==> config.mk <==
export PLATFORM = sky130hd
export DESIGN_NAME = io_pad_ctrl
export DESIGN_NICKNAME = d
export VERILOG_FILES = /design/src/rtl/io_pad_pkg.sv /design/src/rtl/io_in_sync.sv /design/src/rtl/io_pad_ctrl.sv
export SDC_FILE = /design/constraint.sdc
export NUM_CORES = 1
export LEC_CHECK = 0
export CORE_ASPECT_RATIO = 1.2
export CORE_UTILIZATION = 25
export DETAILED_ROUTE_END_ITERATION = 8
export GPL_ROUTABILITY_DRIVEN = 0
export GPL_TIMING_DRIVEN = 0
export PLACE_DENSITY = 0.46
export SKIP_CTS_REPAIR_TIMING = 1
export SLEW_MARGIN = 25
export SYNTH_ARGS = -nofsm -noshare
export SYNTH_HDL_FRONTEND = slang
export SYNTH_SLANG_ARGS = --single-unit
==> constraint.sdc <==
create_clock -name clk_i -period 3.7 [get_ports clk_i]
set_input_delay 0.74 -clock clk_i [delete_from_list [all_inputs] [get_ports clk_i]]
set_output_delay 0.74 -clock clk_i [all_outputs]
set_load 0.01 [all_outputs]
==> src/rtl/io_pad_pkg.sv <==
// Shared constants and types for the user IO pad configuration controller.
package io_pad_pkg;

  // Per-pad configuration word layout.
  localparam int unsigned CFG_W  = 6;
  localparam int unsigned CFG_IE = 0;
  localparam int unsigned CFG_PU = 1;
  localparam int unsigned CFG_PD = 2;
  localparam int unsigned CFG_SL = 3;
  localparam int unsigned CFG_CS = 4;
  localparam int unsigned CFG_OE = 5;

  // Pads come out of reset as input-only.
  localparam logic [CFG_W-1:0] CFG_RESET = 6'b000001;

  // Command opcodes.
  localparam logic [1:0] OP_WRITE    = 2'd0;
  localparam logic [1:0] OP_READ_SH  = 2'd1;
  localparam logic [1:0] OP_COMMIT   = 2'd2;
  localparam logic [1:0] OP_READ_ACT = 2'd3;

  // Commit walker states.
  typedef enum logic [1:0] {
    IDLE,
    WALK,
    DONE
  } state_e;

  // Pull-up and pull-down together would fight on the pad.
  function automatic logic cfg_pupd_conflict(input logic [CFG_W-1:0] word);
    return word[CFG_PU] & word[CFG_PD];
  endfunction

endpackage

==> src/rtl/io_in_sync.sv <==
// Two-flop synchronizer for the asynchronous pad inputs.
module io_in_sync #(
  parameter int unsigned Width = 1
) (
  input  logic             clk_i,
  input  logic             rst_i,
  input  logic [Width-1:0] d_i,
  output logic [Width-1:0] q_o
);

  logic [Width-1:0] meta_q;
  logic [Width-1:0] sync_q;

  // Shift pad inputs through two flops before any logic consumes them.
  always_ff @(posedge clk_i) begin
    if (rst_i) begin
      meta_q <= '0;
      sync_q <= '0;
    end else begin
      meta_q <= d_i;
      sync_q <= meta_q;
    end
  end

  assign q_o = sync_q;

endmodule

==> src/rtl/io_pad_ctrl.sv <==
// Per-pad configuration and staggered-commit controller for the user IOs.
// Holds shadow and active config words per pad; a COMMIT copies shadow to
// active one pad every STAGGER cycles to limit simultaneous switching.
// Build option: define IO_PAD_IN_SYNC_EN to pass io_in through a two-flop
// synchronizer (2-cycle input latency); otherwise io_in is used directly.
module io_pad_ctrl
  import io_pad_pkg::*;
#(
  parameter int unsigned NUM_IO  = 43,
  parameter int unsigned STAGGER = 1
) (
  input  logic              clk_i,
  input  logic              rst_i,
  // Command interface
  input  logic              cfg_valid_i,
  output logic              cfg_ready_o,
  input  logic [1:0]        cfg_op_i,
  input  logic [5:0]        cfg_idx_i,
  input  logic [CFG_W-1:0]  cfg_data_i,
  output logic              rd_valid_o,
  output logic [CFG_W-1:0]  rd_data_o,
  output logic              cfg_err_o,
  output logic              commit_done_o,
  // Core side
  input  logic [NUM_IO-1:0] core_out_i,
  input  logic [NUM_IO-1:0] core_oe_i,
  output logic [NUM_IO-1:0] in_o,
  // Pad side
  output logic [NUM_IO-1:0] io_out,
  output logic [NUM_IO-1:0] io_oe,
  output logic [NUM_IO-1:0] io_cs,
  output logic [NUM_IO-1:0] io_sl,
  output logic [NUM_IO-1:0] io_pu,
  output logic [NUM_IO-1:0] io_pd,
  output logic [NUM_IO-1:0] io_ie,
  input  logic [NUM_IO-1:0] io_in
);

  localparam int unsigned    StagW    = (STAGGER > 1) ? $clog2(STAGGER) : 1;
  localparam logic [StagW-1:0] StagLast = StagW'(STAGGER - 1);
  localparam logic [5:0]     PadLast  = 6'(NUM_IO - 1);

  state_e             state_q, state_d;
  logic [5:0]         pad_q, pad_d;
  logic [StagW-1:0]   stag_q, stag_d;
  logic               commit_wr;

  logic [CFG_W-1:0]   shadow_q [NUM_IO];
  logic [CFG_W-1:0]   active_q [NUM_IO];

  logic               rd_valid_q;
  logic [CFG_W-1:0]   rd_data_q;
  logic               err_q;

  logic               accept;
  logic               idx_ok;
  logic               is_write;
  logic               is_read;
  logic               wr_ok;
  logic               err_d;
  logic [CFG_W-1:0]   rd_word;

  logic [NUM_IO-1:0]  in_sampled;

  // Commands are only taken while the walker is idle.
  assign cfg_ready_o = (state_q == IDLE);
  assign accept      = cfg_valid_i & cfg_ready_o;
  assign idx_ok      = (32'(cfg_idx_i) < NUM_IO);
  assign is_write    = (cfg_op_i == OP_WRITE);
  assign is_read     = (cfg_op_i == OP_READ_SH) | (cfg_op_i == OP_READ_ACT);
  assign wr_ok       = accept & is_write & idx_ok & ~cfg_pupd_conflict(cfg_data_i);
  assign err_d       = accept & ((is_write & (~idx_ok | cfg_pupd_conflict(cfg_data_i))) |
                                 (is_read & ~idx_ok));

  // Select the addressed shadow or active word; out-of-range indices read 0.
  always_comb begin
    rd_word = '0;
    for (int n = 0; n < NUM_IO; n++) begin
      if (cfg_idx_i == 6'(n)) begin
        rd_word = (cfg_op_i == OP_READ_ACT) ? active_q[n] : shadow_q[n];
      end
    end
  end

  // Walker state register.
  always_ff @(posedge clk_i) begin
    if (rst_i) begin
      state_q <= IDLE;
      pad_q   <= '0;
      stag_q  <= '0;
    end else begin
      state_q <= state_d;
      pad_q   <= pad_d;
      stag_q  <= stag_d;
    end
  end

  // Walker next state: one slot of STAGGER cycles per pad, copy on slot entry.
  always_comb begin
    state_d       = state_q;
    pad_d         = pad_q;
    stag_d        = stag_q;
    commit_wr     = 1'b0;
    commit_done_o = 1'b0;
    unique case (state_q)
      IDLE: begin
        if (accept && (cfg_op_i == OP_COMMIT)) begin
          state_d = WALK;
          pad_d   = '0;
          stag_d  = StagLast;
        end
      end
      WALK: begin
        // Counter still at its reload value marks the first cycle of the slot.
        commit_wr = (stag_q == StagLast);
        if (stag_q == '0) begin
          stag_d = StagLast;
          if (pad_q == PadLast) begin
            state_d = DONE;
          end else begin
            pad_d = pad_q + 6'd1;
          end
        end else begin
          stag_d = stag_q - StagW'(1);
        end
      end
      DONE: begin
        commit_done_o = 1'b1;
        state_d       = IDLE;
      end
      default: begin
        state_d = IDLE;
      end
    endcase
  end

  // Config storage and registered command responses.
  always_ff @(posedge clk_i) begin
    if (rst_i) begin
      for (int n = 0; n < NUM_IO; n++) begin
        shadow_q[n] <= CFG_RESET;
        active_q[n] <= CFG_RESET;
      end
      rd_valid_q <= 1'b0;
      rd_data_q  <= '0;
      err_q      <= 1'b0;
    end else begin
      for (int n = 0; n < NUM_IO; n++) begin
        if (wr_ok && (cfg_idx_i == 6'(n))) begin
          shadow_q[n] <= cfg_data_i;
        end
        if (commit_wr && (pad_q == 6'(n))) begin
          active_q[n] <= shadow_q[n];
        end
      end
      rd_valid_q <= accept & is_read;
      if (accept && is_read) begin
        rd_data_q <= rd_word;
      end
      err_q <= err_d;
    end
  end

  assign rd_valid_o = rd_valid_q;
  assign rd_data_o  = rd_data_q;
  assign cfg_err_o  = err_q;

  // Fan the active words out to the pad control vectors.
  always_comb begin
    io_oe = '0;
    io_cs = '0;
    io_sl = '0;
    io_pu = '0;
    io_pd = '0;
    io_ie = '0;
    for (int n = 0; n < NUM_IO; n++) begin
      io_oe[n] = active_q[n][CFG_OE] & core_oe_i[n];
      io_cs[n] = active_q[n][CFG_CS];
      io_sl[n] = active_q[n][CFG_SL];
      io_pu[n] = active_q[n][CFG_PU];
      io_pd[n] = active_q[n][CFG_PD];
      io_ie[n] = active_q[n][CFG_IE];
    end
  end

  assign io_out = core_out_i;

`ifdef IO_PAD_IN_SYNC_EN
  io_in_sync #(
    .Width (NUM_IO)
  ) u_in_sync (
    .clk_i (clk_i),
    .rst_i (rst_i),
    .d_i   (io_in),
    .q_o   (in_sampled)
  );
`else
  assign in_sampled = io_in;
`endif

  // Inputs are masked by ie and held at 0 while reset is asserted.
  assign in_o = in_sampled & io_ie & {NUM_IO{~rst_i}};

endmodule

== Word level (Yosys, flattened, before mapping) ==
Memory sizes are Yosys's and may differ from the RTL's.
Index checks and enable logic that the tools add are counted.

* Bits in registers: 17
* Bits in writable memories: 516
* Bits of input ports: 146
* Output and inout bits: 354
* Word-level logic and storage cells: 792
* Memories: 2

{| class="wikitable"
|+ Memory list
! memory !! words !! bits a word !! rd ports !! clocked after memory_dff !! write ports !! line !! source
|-
| active_q || 43 || 6 || 43 || 0 || 43 || io_pad_ctrl.sv:49 || <nowiki>logic [CFG_W-1:0] active_q [NUM_IO];</nowiki>
|-
| shadow_q || 43 || 6 || 43 || 0 || 43 || io_pad_ctrl.sv:48 || <nowiki>logic [CFG_W-1:0] shadow_q [NUM_IO];</nowiki>
|}

* Add/subtract/negate cells: 2
* Magnitude comparators: 1
* Equality and inequality tests: 93
* Mux-type cells: 445
* Bitwise logic cells: 147
* Reductions and logical operators: 96

{| class="wikitable"
|+ Operators with widths
! kind !! number
|-
| 2-to-1 mux 6 bit || 175
|-
| 2-to-1 mux 1 bit || 264
|-
| equality test 6 x 5 -> 1 bit (second input constant) || 32
|-
| equality test 6 bit (second input constant) || 22
|-
| equality test 6 x 4 -> 1 bit (second input constant) || 16
|-
| bitwise OR 1 bit || 89
|-
| logical AND 1 bit || 88
|-
| bitwise AND 43 bit || 2
|-
| bitwise AND 1 bit || 52
|-
| equality test 6 x 3 -> 1 bit (second input constant) || 8
|-
| equality test 6 x 2 -> 1 bit (second input constant) || 4
|-
| equality test 6 x 1 -> 1 bit (second input constant) || 2
|-
| logical NOT 6 bit || 2
|-
| case mux 6 bit (2 select lines) || 1
|-
| adder 6 x 1 -> 6 bit (second input constant) || 1
|-
| equality test 2 bit (second input constant) || 3
|-
| < comparator 6 bit (second input constant) || 1
|-
| 2-to-1 mux 2 bit || 3
|-
| != test 2 bit (second input constant) || 3
|-
| equality test 2 x 1 -> 1 bit (second input constant) || 2
|-
| logical NOT 2 bit || 2
|-
| NOT 1 bit || 4
|-
| case mux 2 bit (2 select lines) || 1
|-
| AND reduction 4 bit || 1
|-
| other kinds (6) || 6
|}

== Depth between registers and ports, before layout ==
* Depth after elaboration: 45
* Gate-level depth with buffers: 13
* Gate-level depth less buffers: 9

== Least setup slack after synthesis ==
OpenSTA, ideal clock, no wires.

* Kind: input-to-reg
* Start: input cfg_idx_i[2]
* End: register rd_data_q[1], in the netlist rd_data_o[1]
* Library setup time: 0.131 ns
* Arrival: 2.741 ns
* Data required time: 3.569 ns
* Slack: 0.828 ns
* Stages: 9
* Path buffers: 2
* Cells stage by stage: buf_6 > or4b_4 > buf_6 > nor2_8 > a31oi_1 > a211o_1 > a2111o_1 > nor4_2 > o22ai_1

* Cells in the longest elaborated chain, start to end: 44
* Elaborated cells between the ends (all ways): 86
* Those cells by class: eq/ne (42); mux (43); reduce/logical (1)

{| class="wikitable"
|+ RTL lines
! element !! line !! source
|-
| start, declared || io_pad_ctrl.sv:18 || <nowiki>input logic [5:0] cfg_idx_i,</nowiki>
|-
| logical NOT 6 bit || io_pad_ctrl.sv:79 || <nowiki>if (cfg_idx_i == 6'(n)) begin</nowiki>
|-
| 2-to-1 mux 6 bit (42 in a row) || io_pad_ctrl.sv:79 ||
|-
| 2-to-1 mux 6 bit * || io_pad_ctrl.sv:79 ||
|-
| end signal, assigned || io_pad_ctrl.sv:158 || <nowiki>rd_data_q <= rd_word;</nowiki>
|-
| end, declared || io_pad_ctrl.sv:52 || <nowiki>logic [CFG_W-1:0] rd_data_q;</nowiki>
|}

Every way passes the cells marked *; elsewhere a longest branch is shown, timed or not.
A chain may end at the register's enable or synchronous reset.

== Final worst setup path ==
* Start: input cfg_idx_i[0]
* End: register rd_data_q[2], in the netlist rd_data_o[2]

The elaborated chain is that of the path after synthesis.

==> flow_summary.ini <==
[synthesis]
seq_area_frac_synth = 0.5685
ys_types = 76
synth_fp_nets = 2759
synth.ff_latch_count = 532
synth_edf_count = 516
syn_area_per_cell_um2 = 10.66
yosys_warnings = 0
synth-main-ff-cell = edfxtp_1
synth_cells = 2609
synthesis.area_um2 = 27820
postSynth.asyncResetShare = 0

[setup_path]
critical_path_class = in -> reg
worstRegToRegCells = 6
crit_required_ns = 4.26
crit_arrival_ns = 4.47
worstPathMaxFanout = 10
start_kind = primary input
end_kind = register

[sta]
skew_ns = 0.03722
slew_headroom = 0.1490
hold_violations = 0
fin_ws_ns = -0.2042
setup_viol = 27
max_freq_mhz = 256.1
post-route-period-util = 1.055
rsz0062_at_grt = true
finalCriticalPeriod_ns = 3.904
worst_slew_pin_slew_ns = 1.277
slew_violations = 0

[cts]
cts_tree = yes
clk_latency_ns = 0.67
cts_max_path_buffers = 3
cts.sinks = 532
path_clk_slew_ns = 0.07
cts_buffers = 57
htreeDepth = 2
clockRootBuffer = clkbuf_16

[floorplan]
die_h_um = 367.4
io-pin-count = 500
die_x_um = 306.5
core_um2 = 110000
rows = 133
dieArea_um2 = 112600
start_util = 0.2529

[drt]
vias = 23963
viasPerCell = 5.131
wl_per_cell_um = 30.80
drt_wl_total_um = 143800
final_antenna_net_count = 0
drtPass1Iterations = 6
drc = 0
initialDrtViolationCount = 2935

[placement]
dp_slack_ns = -2.088
dpl.cell_count = 4555
postPlaceCellArea_um2 = 34370
dp_hpwl_um = 107800
port_buffers = 456

[layout]
fin_cells = 4670
nets = 3284
nFillCells = 11336
layout-drive-gt1-share = 0.1789
multiInputGateArea_um2 = 9709
design_area_um2 = 36920
area_growth_pct = 32.73
ff_latch_area_um2 = 15820

[global_routing]
grt_usage = 0.2476
grt_pass1_vias = 22904
grt-ovfl-total = 0
antenna_found_initial = 13
grt_pass1_wl_um = 190700
grt_max_degree = 16

[run_status]
status = complete, but fails checks
violations = negative setup slack

[power]
p_leak_uw = 0.01317
ir_worst_vdd_mv = 0.4323
power_per_cell_area_nw_per_um2 = 407.1

[worst_hold_path]
hp-class = reg -> reg
whs_path_depth = 1

[run]
cap_violations = 0
==> where the power goes <==
part	internal, µW	switching, µW	total (µW)
clock	3450	2630	6090
sequential	6850	205	7060
combinational	793	1090	1890
==> worst max-delay path, cell delays in order <==
cell and delay [ns]:
clkdlybuf4s50_1 0.60, buf_4 0.31, nand2_1 0.28, buf_4 0.33, a2111oi_0 0.41, nor4_1 0.13
a211oi_2 0.44, a211oi_2 0.21, o211ai_1 0.44, a31oi_1 0.25, o31a_1 0.31
==> synthesized netlist by cell type (13+ instances only) <==
master,n,area share
a21oi_1,83,0.015
a31oi_1,45,0.010
and2_1,217,0.049
and3_1,61,0.014
buf_2,29,0.0052
buf_4,272,0.073
clkbuf_1,100,0.013
dfxtp_1,16,0.012
edfxtp_1,516,0.56
inv_1,14,0.0019
mux2i_1,105,0.038
nand2_1,359,0.048
nand3_1,43,0.0077
nor2_1,274,0.037
nor2b_1,51,0.011
nor3_1,15,0.0027
nor4_1,13,0.0029
o211ai_1,16,0.0043
o21ai_0,142,0.026
o22ai_1,28,0.0063
or3_1,37,0.0083
==> cells in the final DEF (no fill, tap or decap), types with 59 or more instances in the layout <==
master | netlist | layout
a21oi_1 | 83 | 82
and2_1 | 217 | 217
and3_1 | 61 | 61
buf_4 | 272 | 276
clkbuf_1 | 100 | 59
clkdlybuf4s50_1 | 0 | 453
edfxtp_1 | 516 | 516
mux2i_1 | 105 | 103
nand2_1 | 359 | 354
nor2_1 | 274 | 264
o21ai_0 | 142 | 87
==> per-stage QoR <==
stage / utilization / hold slack (ns) / setup TNS [ns] / total power [µW]
2_1_floorplan: - / 0.5053 / 0 / 7856
3_3_place_gp: 0.3113 / 0.5091 / -739.26 / 8951
3_5_place_dp: 0.3124 / 0.5195 / -612.34 / 8965
4_1_cts: 0.3299 / 0.5313 / -173.63 / 14950
5_1_grt: 0.3356 / 0.5453 / -4.429 / 15310
6_report: 0.3357 / 0.5384 / -2.602 / 15030
==> metal layers <==
metal / up-vias / global-route usage / routed length [µm]
li1: 10112 / - / -
met3: 354 / 0.05920 / 14510
met4: 10 / 0.1266 / 8403
met1: 11982 / 0.3067 / 54660
met5: - / 0 / 61
met2: 1505 / 0.3992 / 66190
==> state kept, by name (all words and copies together), names as in the netlist <==
name	count
active_q	258
shadow_q	258
pad_q	6
rd_data_o	6
state_q	2
cfg_err_o	1
rd_valid_o	1
==> kinds of logic after synthesis <==
kind of cell | share of synthesized area
XOR/XNOR | 0.0009448
AND/OR/NAND/NOR | 0.2005
flip-flops | 0.5685
multiplexers | 0.04386
AO/OA/AOI/OAI | 0.08816
adder cells (fa/ha/maj) | 0.001799
buffers and inverters | 0.09617
==> path summary, 6_finish.rpt <==
path | from | endpoint | slack [ns]
hold / removal | shadow_q[1][42] | active_q[23][0] | 0.54
setup / recovery | cfg_idx_i[0] | rd_data_o[2] | -0.20
setup reg to reg | state_q[0] | shadow_q[0][38] | 0.31
hold reg to reg | shadow_q[1][42] | active_q[23][0] | 0.54
==> area by class of cell <==
cell class	instances	share of cell area
Antenna cell	4	0.0002711
Buffer	407	0.07747
Clock buffer	77	0.04341
Clock inverter	29	0.008608
Inverter	14	0.001423
Multi-Input combinational cell	1656	0.2630
Sequential cell	532	0.4284
Tap cell	1485	0.05033
Timing Repair Buffer	466	0.1272
(Power assumes the default switching activity.)
